$ cat src/rtl/dose_sched_pkg.sv
// Shared constants for the dose scheduler: FSM encoding, stop word, widths.
package dose_sched_pkg;

    localparam int NUM_SLOTS_DEF = 4;
    localparam int ID_W_DEF      = 4;
    localparam int MISS_W        = 8;

    localparam int SLOT_W = $clog2(NUM_SLOTS_DEF);

    localparam logic [ID_W_DEF-1:0] STOP_ID = '1;

    localparam logic [1:0] ST_IDLE   = 2'd0;
    localparam logic [1:0] ST_ALARM  = 2'd1;
    localparam logic [1:0] ST_SNOOZE = 2'd2;

    function automatic int slot_w(input int n);
        return $clog2(n);
    endfunction

endpackage

$ cat src/rtl/dose_slot.sv
// One dose table entry: programming, countdown, pending flag, due/miss strobes.
module dose_slot #(
    parameter int ID_W  = 4,
    parameter int CNT_W = 12
) (
    input  logic             Clk,
    input  logic             Rst,
    input  logic             en_i,
    input  logic             tick_i,
    input  logic             prog_we_i,
    input  logic [ID_W-1:0]  prog_id_i,
    input  logic [CNT_W-1:0] prog_int_i,
    input  logic             clr_i,
    output logic [ID_W-1:0]  med_id_o,
    output logic             pending_o,
    output logic             miss_o
);

    logic             valid_q, valid_d;
    logic [ID_W-1:0]  id_q, id_d;
    logic [CNT_W-1:0] int_q, int_d;
    logic [CNT_W-1:0] cnt_q, cnt_d;
    logic             pend_q, pend_d;
    logic             prog_clr;
    logic             due;
    logic             pend_keep;

    always_comb begin
        prog_clr  = (prog_int_i == '0) || (prog_id_i == {ID_W{1'b1}});
        due       = en_i & tick_i & valid_q & ~prog_we_i
                  & (cnt_q <= CNT_W'(1));
        // an ack landing on the same cycle as a new due is not a miss
        pend_keep = pend_q & ~clr_i;
        miss_o    = due & pend_keep;

        valid_d = valid_q;
        id_d    = id_q;
        int_d   = int_q;
        cnt_d   = cnt_q;
        pend_d  = pend_q;

        if (en_i) begin
            if (prog_we_i) begin
                pend_d = 1'b0;
                if (prog_clr) begin
                    valid_d = 1'b0;
                    cnt_d   = '0;
                end else begin
                    valid_d = 1'b1;
                    id_d    = prog_id_i;
                    int_d   = prog_int_i;
                    cnt_d   = prog_int_i;
                end
            end else begin
                if (tick_i && valid_q)
                    cnt_d = due ? int_q : cnt_q - CNT_W'(1);
                pend_d = pend_keep | due;
            end
        end
    end

    always_ff @(posedge Clk) begin
        if (!Rst) begin
            valid_q <= 1'b0;
            id_q    <= '1;
            int_q   <= '0;
            cnt_q   <= '0;
            pend_q  <= 1'b0;
        end else begin
            valid_q <= valid_d;
            id_q    <= id_d;
            int_q   <= int_d;
            cnt_q   <= cnt_d;
            pend_q  <= pend_d;
        end
    end

    assign med_id_o  = id_q;
    assign pending_o = pend_q;

endmodule

$ cat src/rtl/dose_scheduler.sv
// Dose slot table with round-robin alarm FSM, snooze and missed-dose tracking.
module dose_scheduler
    import dose_sched_pkg::*;
#(
    parameter int NUM_SLOTS     = 4,
    parameter int ID_W          = 4,
    parameter int CNT_W         = 12,
    parameter int SNOOZE_TICKS  = 5,
    parameter int ALARM_TIMEOUT = 30
) (
    input  logic                         Clk,
    input  logic                         Rst,
    input  logic                         Enable,
    input  logic                         Tick,
    input  logic                         Prog_Valid,
    input  logic [slot_w(NUM_SLOTS)-1:0] Prog_Slot,
    input  logic [ID_W-1:0]              Prog_MedID,
    input  logic [CNT_W-1:0]             Prog_Interval,
    input  logic                         AckButton,
    input  logic                         SnoozeButton,
    output logic                         Alarm,
    output logic [slot_w(NUM_SLOTS)-1:0] Alarm_Slot,
    output logic [ID_W-1:0]              Alarm_MedID,
    output logic                         Snoozed,
    output logic                         Missed,
    output logic [MISS_W-1:0]            Missed_Count,
    output logic [NUM_SLOTS-1:0]         Pending
);

    localparam int SW    = slot_w(NUM_SLOTS);
    localparam int TMO_W = $clog2(ALARM_TIMEOUT + 1);
    localparam int SNZ_W = $clog2(SNOOZE_TICKS + 1);

    logic [1:0]        state_q, state_d;
    logic [SW-1:0]     slot_q, slot_d;
    logic [ID_W-1:0]   id_q, id_d;
    logic [SW-1:0]     ptr_q, ptr_d;
    logic [TMO_W-1:0]  tmo_q, tmo_d;
    logic [SNZ_W-1:0]  snz_q, snz_d;
    logic              missed_q, missed_d;
    logic [MISS_W-1:0] mcnt_q, mcnt_d;

    logic [NUM_SLOTS-1:0] pend;
    logic [NUM_SLOTS-1:0] slot_miss;
    logic [NUM_SLOTS-1:0] prog_we;
    logic [NUM_SLOTS-1:0] clr_vec;
    logic [NUM_SLOTS-1:0] pend_m;
    logic [ID_W-1:0]      med_id [NUM_SLOTS];

    logic          sel_found;
    logic [SW-1:0] sel_idx;
    logic [SW-1:0] idx;
    logic          timeout;
    logic          prog_hit;
    logic [3:0]    miss_n;
    logic [8:0]    mcnt_sum;

    for (genvar g = 0; g < NUM_SLOTS; g++) begin : g_slot
        assign prog_we[g] = Enable & Prog_Valid & (Prog_Slot == SW'(g));

        dose_slot #(
            .ID_W  (ID_W),
            .CNT_W (CNT_W)
        ) u_slot (
            .Clk        (Clk),
            .Rst        (Rst),
            .en_i       (Enable),
            .tick_i     (Tick),
            .prog_we_i  (prog_we[g]),
            .prog_id_i  (Prog_MedID),
            .prog_int_i (Prog_Interval),
            .clr_i      (clr_vec[g]),
            .med_id_o   (med_id[g]),
            .pending_o  (pend[g]),
            .miss_o     (slot_miss[g])
        );
    end

    // a slot rewritten this cycle loses its pending, so never pick it
    always_comb begin
        pend_m    = pend & ~prog_we;
        sel_found = 1'b0;
        sel_idx   = '0;
        idx       = '0;
        for (int k = 1; k <= NUM_SLOTS; k++) begin
            idx = ptr_q + SW'(k);
            if (!sel_found && pend_m[idx]) begin
                sel_found = 1'b1;
                sel_idx   = idx;
            end
        end
    end

    always_comb begin
        state_d  = state_q;
        slot_d   = slot_q;
        id_d     = id_q;
        ptr_d    = ptr_q;
        tmo_d    = tmo_q;
        snz_d    = snz_q;
        clr_vec  = '0;
        timeout  = 1'b0;
        prog_hit = Prog_Valid && (Prog_Slot == slot_q)
                && (state_q != ST_IDLE);

        if (!Enable) begin
            state_d = ST_IDLE;
        end else begin
            case (state_q)
                ST_IDLE: begin
                    if (sel_found) begin
                        state_d = ST_ALARM;
                        slot_d  = sel_idx;
                        id_d    = med_id[sel_idx];
                        tmo_d   = '0;
                    end
                end
                ST_ALARM: begin
                    if (AckButton) begin
                        clr_vec[slot_q] = 1'b1;
                        ptr_d   = slot_q;
                        state_d = ST_IDLE;
                    end else if (SnoozeButton) begin
                        snz_d   = SNZ_W'(SNOOZE_TICKS);
                        state_d = ST_SNOOZE;
                    end else if (Tick) begin
                        if (tmo_q == TMO_W'(ALARM_TIMEOUT - 1)) begin
                            timeout = 1'b1;
                            clr_vec[slot_q] = 1'b1;
                            ptr_d   = slot_q;
                            state_d = ST_IDLE;
                        end else begin
                            tmo_d = tmo_q + TMO_W'(1);
                        end
                    end
                end
                ST_SNOOZE: begin
                    if (AckButton) begin
                        clr_vec[slot_q] = 1'b1;
                        ptr_d   = slot_q;
                        state_d = ST_IDLE;
                    end else if (Tick) begin
                        if (snz_q <= SNZ_W'(1)) begin
                            snz_d   = '0;
                            tmo_d   = '0;
                            state_d = ST_ALARM;
                        end else begin
                            snz_d = snz_q - SNZ_W'(1);
                        end
                    end
                end
                default: state_d = ST_IDLE;
            endcase

            if (prog_hit) begin
                state_d = ST_IDLE;
                timeout = 1'b0;
                clr_vec = '0;
            end
        end
    end

    always_comb begin
        miss_n = {3'b0, timeout};
        for (int i = 0; i < NUM_SLOTS; i++)
            miss_n = miss_n + {3'b0, slot_miss[i]};
        mcnt_sum = {1'b0, mcnt_q} + {5'b0, miss_n};
        mcnt_d   = (mcnt_sum > 9'd255) ? 8'hFF : mcnt_sum[7:0];
        missed_d = (|slot_miss) | timeout;
    end

    always_ff @(posedge Clk) begin
        if (!Rst) begin
            state_q  <= ST_IDLE;
            slot_q   <= '0;
            id_q     <= '1;
            ptr_q    <= SW'(NUM_SLOTS - 1);
            tmo_q    <= '0;
            snz_q    <= '0;
            missed_q <= 1'b0;
            mcnt_q   <= '0;
        end else begin
            state_q  <= state_d;
            slot_q   <= slot_d;
            id_q     <= id_d;
            ptr_q    <= ptr_d;
            tmo_q    <= tmo_d;
            snz_q    <= snz_d;
            missed_q <= missed_d;
            mcnt_q   <= mcnt_d;
        end
    end

    assign Alarm        = Enable && (state_q == ST_ALARM);
    assign Snoozed      = Enable && (state_q == ST_SNOOZE);
    assign Alarm_Slot   = slot_q;
    assign Alarm_MedID  = (Enable && state_q != ST_IDLE) ? id_q : '1;
    assign Missed       = missed_q;
    assign Missed_Count = mcnt_q;
    assign Pending      = pend;

endmodule
$ cat config.mk
export PLATFORM = sky130hd
export DESIGN_NAME = dose_scheduler
export DESIGN_NICKNAME = d
export VERILOG_FILES = /design/src/rtl/dose_sched_pkg.sv /design/src/rtl/dose_slot.sv /design/src/rtl/dose_scheduler.sv
export SDC_FILE = /design/constraint.sdc
export NUM_CORES = 1
export LEC_CHECK = 0
export CAP_MARGIN = 10
export CORE_MARGIN = 1.5
export CORE_UTILIZATION = 50
export CTS_CLUSTER_DIAMETER = 80
export CTS_CLUSTER_SIZE = 25
export DETAILED_ROUTE_END_ITERATION = 6
export GPL_ROUTABILITY_DRIVEN = 0
export GPL_TIMING_DRIVEN = 0
export PLACE_DENSITY = 0.71
export SYNTH_ARGS = -nofsm -noshare
export SYNTH_HDL_FRONTEND = slang
export SYNTH_SLANG_ARGS = --single-unit
$ cat constraint.sdc
create_clock -name Clk -period 10.8 [get_ports Clk]
set_input_delay 2.16 -clock Clk [delete_from_list [all_inputs] [get_ports Clk]]
set_output_delay 2.16 -clock Clk [all_outputs]
set_load 0.01 [all_outputs]
==> impl_metrics.yaml, run 1 <==
critical_path:
  crit_arrival_ns: 4.23
  crit_type: "input port to output port"
  r2r_setup_slack_ns: 6.21
  r2r_start: "state_q[1]"
  critPathRequiredTime_ns: 8.64
  ff2ff_path_depth: 19
  endpoint_kind: "output port"
  timing.rr.end: "Missed_Count[2]"
  startpoint_type: "input port"
  critical_path.max_fanout: 10
timing:
  setup_viol: 0
  relSlewSlack: 0.402
  clock_skew_ns: 0.00647
  timing.final.crit_share: 0.592
  layout_setup_ws_ns: 4.41
  hold_viol: 0
  drv_slew: 0
  tns_ns: 0
  fmax_mhz: 156
  worst_slew_pin_slew_ns: 0.897
  fin_crit_ns: 6.39
  rsz0062_at_grt: "no"
cts:
  hold_buffers: 0
  post_cts_buffers: 0
  cts_buffers: 17
  clk_latency_ns: 0.43
  cts_htree_levels: 4
  clkTransAtPathRegs_ns: 0.06
  clockBufferDepth: 2
  cts_sinks: 147
  cts_root_buf: "clkbuf_16"
  cts_tree: "done"
  ctsResizeCount: 0
power_and_ir_drop:
  pwr-share-clk: 0.421
  p_seq_frac: 0.439
  p_leak_nw: 3.41
  powerDensity_mw_per_mm2: 144
  p_int_mw: 0.954
  switching_power_mw: 0.345
  power_frac_comb: 0.140
  peakVddDrop_mv: 0.122
  switching_share: 0.266
layout:
  area_growth_pct: 15.4
  num-nets-final: 1105
  antennaDiodeCount: 0
  drive_above_1_share: 0.0553
  multiInputGateArea_mm2: 0.00445
  n_fill_cell: 1414
  ff_latch_area_mm2: 0.00294
  finalCoreUtilization: 0.592
  final_area_mm2: 0.00900
synth:
  yosysTopAreaCell: "dfxtp_1"
  ys_seq_area_frac: 0.377
  syn_inst: 994
  yosys_most_used_dff: "dfxtp_1"
  synthDistinctLibCells: 76
  synth_top_cells_by_area: "dfxtp_1 38%, nand2_1 10%, a21oi_1 4.9%"
  avgSynthCellArea_um2: 7.85
  synth-async-reset-ratio: 0
  ys_warn_count: 0
  synthesis.nets: 1042
  synth_edf_count: 0
  synth.top_cell.area_share: 0.377
  syn_area_mm2: 0.00780
  ys_ff_latch: 147
die:
  initial_core_util: 0.513
  rows: 45
  core-area_mm2: 0.0152
  die-area_mm2: 0.0164
  die_y_um: 128
  die_x_um: 128
  ios: 46
placed_design:
  place_area_mm2: 0.00848
  dp_hpwl_um: 16000
  io_buffers: 44
  dp_slack_ns: 4.14
grt:
  overflow: 0
  grt_max_degree: 17
  grt_pass1_vias: 6980
  antenna_found_initial: 0
  grt_usage: 0.285
  grt_first_pass_wirelength_um: 36600
min_path:
  hold_path.class: "flip-flop to flip-flop"
  min_path_cells: 2
  min_to: "g_slot[1].u_slot.int_q[1]"
  hold_start: "g_slot[1].u_slot.int_q[1]"
routing:
  drt_iter0_drc: 709
  final_antenna_net_count: 0
  num_vias: 7605
  drt_first_pass_iters: 7
  viasPerCell: 6.06
  wl_per_cell_um: 18.0
  wirelength_um: 22600
  drcViolationCount: 1
run:
  maxCapViolCount: 0
status:
  violations: "DRC"
  status: "finished with violations"
==> sequential cells by signal, summed over array words and instances, names as in the netlist <==
signal / cells
g_slot.u_slot.cnt_q: 48
g_slot.u_slot.int_q: 48
g_slot.u_slot.med_id_o: 16
Missed_Count: 8
tmo_q: 5
g_slot.u_slot.pending_o: 4
g_slot.u_slot.valid_q: 4
id_q: 4
snz_q: 3
Alarm_Slot: 2
ptr_q: 2
state_q: 2
Missed: 1
==> layout by cell type (no fill, tap or decap), drive strengths merged, types with 5 or more instances in the layout <==
| cell | count |
|---|---|
| a211oi | 5 |
| a21oi | 77 |
| a311oi | 16 |
| a31oi | 25 |
| buf | 17 |
| clkbuf | 71 |
| clkdlybuf4s50 | 44 |
| dfxtp | 147 |
| ha | 20 |
| inv | 32 |
| mux2i | 9 |
| nand2 | 211 |
| nand2b | 11 |
| nand3 | 41 |
| nand3b | 5 |
| nand4 | 12 |
| nand4b | 6 |
| nor2 | 63 |
| nor3 | 14 |
| nor4 | 11 |
| o211ai | 37 |
| o21ai | 40 |
| o31ai | 5 |
| or2 | 5 |
| or3 | 14 |
| or4 | 11 |
| xnor2 | 15 |
| xor2 | 23 |
==> final cells by class <==
class,count,area share
plain buffers,65,0.0317
clock buffers,23,0.0520
clock inverters,6,0.00639
inverters,32,0.0133
multi-input cells,750,0.495
flip-flops and latches,147,0.327
well taps,188,0.0261
repair buffers,44,0.0489
==> cell families (layout without fill, tap and decap cells) <==
family	after synthesis	count (layout)	synth area share
xor+xnor	38	38	0.0427
simple gates	426	426	0.260
buf+inv	97	170	0.0520
mux	13	13	0.0173
compound gates	250	250	0.211
flops	147	147	0.377
fa+ha+maj	23	23	0.0398
==> cell usage after synthesis, drive strengths merged (6+ instances only) <==
master / n
nand4b: 6
nor3: 14
nand3: 41
ha: 20
o21ai: 40
mux2i: 9
nand4: 12
dfxtp: 147
nand2: 211
or3: 14
a21oi: 77
xnor2: 15
a311oi: 16
nand2b: 11
xor2: 23
or4: 11
nor4: 11
a31oi: 25
o211ai: 37
inv: 32
clkbuf: 48
nor2: 63
buf: 17
==> worst max-delay path: stages <==
cell,delay (ns)
clkdlybuf4s50_1,0.53
buf_2,0.25
clkbuf_1,0.38
nor2b_1,0.32
nand2b_1,0.10
clkdlybuf4s50_1,0.49
==> through the flow <==
step | power, mW | std cells | hold WS, ns
2_1_floorplan | 0.707 | 994 | 0.432
4_1_cts | 1.30 | 1255 | 0.454
3_5_place_dp | 0.759 | 1226 | 0.446
3_3_place_gp | 0.757 | 1226 | 0.439
6_report | 1.30 | 1255 | 0.451
5_1_grt | 1.34 | 1255 | 0.467
==> routing by layer <==
metal  share of wire  global-route usage
met5               0                   0
met1            0.44               0.372
met2            0.46               0.466
met4           0.028               0.108
met3           0.066              0.0572
==> power groups by stage <==
| stage | clock network (mW) | logic, mW | registers [mW] |
|---|---|---|---|
| finish | 0.547 | 0.181 | 0.570 |
| CTS | 0.549 | 0.179 | 0.570 |
| global route | 0.572 | 0.200 | 0.572 |
| detailed placement | 0 | 0.177 | 0.582 |
| floorplan | 0 | 0.128 | 0.579 |
| global placement | 0 | 0.175 | 0.581 |
==> how the worst max path moves through the flow <==
| stage | slack, ns | start | endpoint |
|---|---|---|---|
| after floorplan | 5.29 | Prog_Slot[0] | Missed_Count[6] |
| after global placement | 4.12 | Tick | Missed_Count[2] |
| after detailed placement | 4.14 | Tick | Missed_Count[2] |
| after CTS | 4.39 | Enable | Alarm_MedID[3] |
| after global routing | 4.17 | Tick | Missed_Count[2] |
| final | 4.41 | Enable | Alarm_MedID[3] |
Power figures use the tool's default switching activity.
==> run 2, diff against run 1 <==
clock period = 6.3 ns   (was 10.8 ns; I/O delays follow)
==> results of run 2 <==
The final DEF is identical to that of run 1. Status: finished with violations: DRC.
Among the figures that moved: setup slack after placement 4.14 ns -> 0.544 ns; setup slack after layout 4.41 ns -> 0.825 ns; start point of the critical path Enable -> Tick; end point of the critical path Alarm_MedID[3] -> Missed_Count[2]; register-to-register setup slack 6.21 ns -> 1.71 ns; total power 1.30 mW -> 2.23 mW; worst IR drop on VDD 0.122 mV -> 0.210 mV
